### src/rtl/fft_peak_detector.sv
// Peak-bin finder for the FFT Avalon-ST source stream.
// Squares each bin, tracks the largest positive-frequency bin per frame and
// reports it (or a frame error) three cycles after the frame's last beat.
//
// Ports:
//   clk, reset                 rising-edge clock, synchronous active-high reset
//   source_valid/sop/eop       Avalon-ST framing from the FFT
//   source_error               nonzero marks the current frame bad
//   source_real/source_imag    signed bin value
//   source_ready               always 1 once out of reset
//   peak_valid                 one-cycle pulse, peak_* updated
//   peak_found                 peak_mag >= MAG_THRESH
//   peak_bin/peak_mag          index and squared magnitude of the peak
//   frame_error                one-cycle pulse, frame discarded
module fft_peak_detector #(
    parameter int DATA_W  = 16,
    parameter int FFT_PTS = 8192,
    parameter int BIN_W   = 13,
    parameter int MIN_BIN = 1,
    parameter logic [2*DATA_W-1:0] MAG_THRESH = 4096
) (
    input  logic                  clk,
    input  logic                  reset,
    input  logic                  source_valid,
    input  logic                  source_sop,
    input  logic                  source_eop,
    input  logic [1:0]            source_error,
    input  logic [DATA_W-1:0]     source_real,
    input  logic [DATA_W-1:0]     source_imag,
    output logic                  source_ready,
    output logic                  peak_valid,
    output logic                  peak_found,
    output logic [BIN_W-1:0]      peak_bin,
    output logic [2*DATA_W-1:0]   peak_mag,
    output logic                  frame_error
);

    typedef enum logic {IDLE, FRAME} state_t;

    localparam logic [BIN_W-1:0] LAST_BIN = BIN_W'(FFT_PTS - 1);
    localparam logic [BIN_W-1:0] HALF_BIN = BIN_W'(FFT_PTS / 2);
    localparam logic [BIN_W-1:0] LOW_BIN  = BIN_W'(MIN_BIN);

    state_t             state;
    logic [BIN_W-1:0]   bin;
    logic               err_seen;

    logic               accept;
    logic               restart;
    logic               beat_live;
    logic [BIN_W-1:0]   beat_bin;
    logic               beat_err;
    logic               is_last;
    logic               end_good;
    logic               end_bad;
    logic               stop;

    logic signed [2*DATA_W-1:0] re_sq;
    logic signed [2*DATA_W-1:0] im_sq;

    // Stage 1: products and per-beat frame flags
    logic               s1_live, s1_start, s1_win, s1_good, s1_bad;
    logic [BIN_W-1:0]   s1_bin;
    logic [2*DATA_W-1:0] s1_re2, s1_im2;

    // Stage 2: magnitude
    logic               s2_live, s2_start, s2_win, s2_good, s2_bad;
    logic [BIN_W-1:0]   s2_bin;
    logic [2*DATA_W-1:0] s2_mag;

    // Stage 3: running maximum
    logic [2*DATA_W-1:0] max_mag;
    logic [BIN_W-1:0]   max_bin;
    logic [2*DATA_W-1:0] base_mag, new_mag;
    logic [BIN_W-1:0]   base_bin, new_bin;
    logic               take;

    assign accept    = source_valid & source_ready;
    assign restart   = accept & source_sop;
    assign beat_live = restart | (accept & (state == FRAME));
    // A sop beat always restarts at bin 0, even mid-frame.
    assign beat_bin  = restart ? '0 : bin;
    assign beat_err  = (source_error != 2'b00) | (err_seen & ~restart);
    assign is_last   = (beat_bin == LAST_BIN);
    assign end_good  = beat_live & source_eop & is_last & ~beat_err;
    // Abort by a new sop, eop on a wrong bin or flagged frame, or the last
    // bin arriving without eop. At most one pulse per beat.
    assign end_bad   = beat_live &
                       ((restart & (state == FRAME)) |
                        (source_eop & ~end_good) |
                        (~source_eop & is_last));
    assign stop      = source_eop | is_last;

    // Squares of signed values are non-negative, so the top bit is always 0.
    assign re_sq = $signed(source_real) * $signed(source_real);
    assign im_sq = $signed(source_imag) * $signed(source_imag);

    always_ff @(posedge clk) begin
        if (reset) begin
            state    <= IDLE;
            bin      <= '0;
            err_seen <= 1'b0;
            s1_live  <= 1'b0;
            s1_start <= 1'b0;
            s1_win   <= 1'b0;
            s1_good  <= 1'b0;
            s1_bad   <= 1'b0;
            s1_bin   <= '0;
            s1_re2   <= '0;
            s1_im2   <= '0;
        end else begin
            s1_live  <= beat_live;
            s1_start <= restart;
            s1_win   <= (beat_bin >= LOW_BIN) && (beat_bin < HALF_BIN);
            s1_good  <= end_good;
            s1_bad   <= end_bad;
            s1_bin   <= beat_bin;
            s1_re2   <= re_sq;
            s1_im2   <= im_sq;
            if (beat_live) begin
                if (stop) begin
                    state    <= IDLE;
                    err_seen <= 1'b0;
                end else begin
                    state    <= FRAME;
                    bin      <= beat_bin + 1'b1;
                    err_seen <= beat_err;
                end
            end
        end
    end

    always_ff @(posedge clk) begin
        if (reset) begin
            s2_live  <= 1'b0;
            s2_start <= 1'b0;
            s2_win   <= 1'b0;
            s2_good  <= 1'b0;
            s2_bad   <= 1'b0;
            s2_bin   <= '0;
            s2_mag   <= '0;
        end else begin
            s2_live  <= s1_live;
            s2_start <= s1_start;
            s2_win   <= s1_win;
            s2_good  <= s1_good;
            s2_bad   <= s1_bad;
            s2_bin   <= s1_bin;
            s2_mag   <= s1_re2 + s1_im2;
        end
    end

    // The sop beat sees a cleared maximum so a new frame never inherits
    // the previous frame's peak. Strict > keeps the lower bin on ties.
    always_comb begin
        base_mag = s2_start ? '0 : max_mag;
        base_bin = s2_start ? LOW_BIN : max_bin;
        take     = s2_live & s2_win & (s2_mag > base_mag);
        new_mag  = take ? s2_mag : base_mag;
        new_bin  = take ? s2_bin : base_bin;
    end

    always_ff @(posedge clk) begin
        if (reset) begin
            source_ready <= 1'b0;
            max_mag      <= '0;
            max_bin      <= LOW_BIN;
            peak_valid   <= 1'b0;
            peak_found   <= 1'b0;
            peak_bin     <= '0;
            peak_mag     <= '0;
            frame_error  <= 1'b0;
        end else begin
            source_ready <= 1'b1;
            peak_valid   <= s2_good;
            frame_error  <= s2_bad;
            if (s2_live) begin
                max_mag <= new_mag;
                max_bin <= new_bin;
            end
            if (s2_good) begin
                peak_bin   <= new_bin;
                peak_mag   <= new_mag;
                peak_found <= (new_mag >= MAG_THRESH);
            end
        end
    end

endmodule
### config.mk
export PLATFORM = sky130hd
export DESIGN_NAME = fft_peak_detector
export DESIGN_NICKNAME = d
export VERILOG_FILES = /design/src/rtl/fft_peak_detector.sv
export SDC_FILE = /design/constraint.sdc
export NUM_CORES = 2
export LEC_CHECK = 0
export CORE_AREA = 5 5 254 194
export DETAILED_ROUTE_END_ITERATION = 6
export DIE_AREA = 0 0 259 199
export DONT_BUFFER_PORTS = 1
export PLACE_DENSITY_LB_ADDON = 0.3
export SLEW_MARGIN = 15
export SYNTH_ARGS = -nofsm -noshare
export SYNTH_HDL_FRONTEND = slang
export SYNTH_SLANG_ARGS = --single-unit
### constraint.sdc
create_clock -name clk -period 5.7 [get_ports clk]
set_input_delay 0.285 -clock clk [delete_from_list [all_inputs] [get_ports clk]]
set_output_delay 0.285 -clock clk [all_outputs]
set_load 0.005 [all_outputs]
==> run metrics <==
outcome=complete, no violations; Clk Latency, worst-skew pair=0.52 ns; # IOs=88; FF-to-FF path depth=13; Setup WS pre-CTS=-0.167 ns; synthesized cell area=27600 um2; GR Util met2=40.1%; CP Max Fanout=19; Initial Util=59.1%; initial antenna violation count=0; CTS tree=yes; CTS Sinks=239; Final Util=63.1%; global-route wire length before repair=102000 um; top post-synthesis cells by count=637 x inv_1, 467 x fa_1, 272 x nor2_1, 244 x ha_1, 239 x dfxtp_1; placed inst area=28500 um2; Detailed Route Iter0 Violations=1546; DP HPWL=48200 um; DP Cell Count=3618; top-count cell post-synth=inv_1; Ant. Diodes=0; PortBufs=0; Die ar.=51500 um2; Max Transition Viols Final=0; library cells used by synthesis=72; critical path required time=6.12 ns; CTS buffer count=23; Crit Reg-Reg Endpoint=max_mag[17]$_SDFFE_PP0P_; Root Buffer Master=clkbuf_16; Crit Path Class=in2reg; grt total ovfl=0; final cycle utilization of the critical path=95.5%; headroom to the max-slew limit=33.4%; Avg Vias per Cell=5.47; RSZ-0062 raised after global routing=false; sequential share of the synthesized area=17.3%; met1 usage=33.9%; area growth from synthesis to layout=6.73%; Fin Clk Skew=0.0135 ns; Worst Min Path Start=source_error[1]; total track usage=23.8%; Hold Path Depth=2; Routed WL=59500 um; drt wl/cell=16.2 um; PnR worst setup slack=0.255 ns; Synth area leader=fa_1; area of the core=46700 um2; CTS resizes=0; DIE HEIGHT=199 um; startpoint class of the critical path=primary input; Fillers=3831; r2r startpoint=s2_start$_SDFF_PP0_; met3 Track Usage GR=2.97%; Hold Path Class=in2reg; Worst Hold Path EP=err_seen$_SDFFE_PP0P_; final design area excluding fillers=29500 um2; # rows=69; area of the multi-input gates=20100 um2; Post-synth EDFFs=0; largest net degree at the start of global routing=219; Fmax=184 MHz; Final Hold Fails=0; flops & latches, synth=239; Final ANT Viol Nets=0; post-layout min period=5.44 ns; critical path endpoint category=register; Mean Syn Cell Area=9.13 um2; Worst EP arrival=5.86 ns; Synth top area share=33.9%; die width=259 um; Reg area=4790 um2; Final nets=3765; number of global-route vias before repair=21.3k; GPL Wtd Cong=0.897; dominant cells by area after synthesis=fa_1 34%, dfxtp_1 17%, ha_1 11%; busiest grt layer=met2; slack of the worst reg-to-reg path=1.48 ns; setup violators final=0; Mapped Cells=3024; Yosys warnings=0; Non-Filler Instances=3671; DRT Pass-1 Iters=5; Main synth FF type=dfxtp_1; H-tree Lvls=1; CTS max path bufs=3; Async S/R FF share, synth=0%; DRC Markers=0; via count=20.1k; Tightest Pin Transition=0.999 ns; share of layout cells above drive strength 1=4.72%; # Max-Cap Violations=0; Clk pin slew, worst setup/hold paths=0.07 ns; Syn Nets=3774
## what timing repair did
action / CTS / global route
hold buffers: 10 / 1
setup endpoints to repair: 0 / 0
buffers inserted: 0 / 0
endpoints found under the hold margin: 220 / 1
## layer usage
layer / up-vias / share of wire (%)
met5: - / 0
met4: 0 / 1.6
met3: 79 / 5.9
met2: 542 / 48
met1: 10009 / 44
li1: 9447 / -
## kinds of logic (layout without fill, tap and decap cells)
| group | after synthesis | in the layout | share of synthesized area [%] |
|---|---|---|---|
| AOI/OAI and AO/OA | 427 | 427 | 10.6 |
| xor gates and xnor gates | 106 | 106 | 3.36 |
| adders and majority gates | 711 | 711 | 44.9 |
| buffers and inverters | 748 | 756 | 10.2 |
| DFF | 239 | 239 | 17.3 |
| muxes | 6 | 6 | 0.227 |
| and+or+nand+nor | 787 | 787 | 13.3 |
## per-stage QoR
step | hold slack (ns) | setup TNS, ns
after floorplan | 0.414 | -0.0185
after global placement | 0.416 | -0.136
after detailed placement | 0.420 | -1.01
after CTS | 0.00135 | 0
after global routing | 0.0151 | 0
final | 0.0183 | 0
## placed cells by master (no fill, tap or decap), drive strengths merged, types with 48 or more instances in the layout
cell type / n
nor2: 274
dfxtp: 239
o21ai: 48
buf: 66
a21o: 51
inv: 638
fa: 467
xnor2: 73
and2: 88
a211oi: 57
ha: 244
a21oi: 99
nand2: 217
a22oi: 73
## sequential cells by signal (all words and copies together), names as in the netlist, 13 cells and up
name      flops
max_mag      32
bin          13
peak_mag     32
s2_mag       32
s1_im2       31
max_bin      13
s1_bin       13
peak_bin     13
s1_re2       31
s2_bin       13
## worst max-delay path, cell delays in order
cell and delay, ns:
and2_1 0.18, fa_1 0.51, inv_1 0.05, fa_1 0.47, fa_1 0.52, inv_1 0.06, fa_1 0.48, fa_1 0.49
inv_1 0.05, fa_1 0.47, inv_1 0.04, ha_1 0.29, and3_1 0.21, nand2_1 0.07, a211oi_1 0.40, buf_4 0.22
o2111ai_1 0.19, a31oi_1 0.32, nor2_1 0.09, o21ai_1 0.14, mux2_2 0.34
## final cells by class
type	instances	area share [%]
Tap cell	639	2.71
Clock buffer	34	2.36
Inverter	638	8.13
Multi-Input combinational cell	2037	68.0
Sequential cell	239	16.2
Clock inverter	8	0.386
Timing Repair Buffer	76	2.13
## how the worst max path moves through the flow
| stage | depth (start not counted) | start | to | slack (ns) |
|---|---|---|---|---|
| floorplan | 24 | source_imag[5] | s1_im2[23]$_SDFF_PP0_ | -0.02 |
| global placement | 21 | source_imag[5] | s1_im2[30]$_SDFF_PP0_ | -0.11 |
| detailed placement | 21 | source_imag[12] | s1_im2[29]$_SDFF_PP0_ | -0.17 |
| CTS | 21 | source_imag[12] | s1_im2[29]$_SDFF_PP0_ | 0.32 |
| global route | 19 | source_real[15] | s1_re2[29]$_SDFF_PP0_ | 0.03 |
| finish | 21 | source_imag[5] | s1_im2[30]$_SDFF_PP0_ | 0.26 |
Power is not shown: default switching activity piles up to over one toggle a cycle in this logic, so the estimate is an artifact.
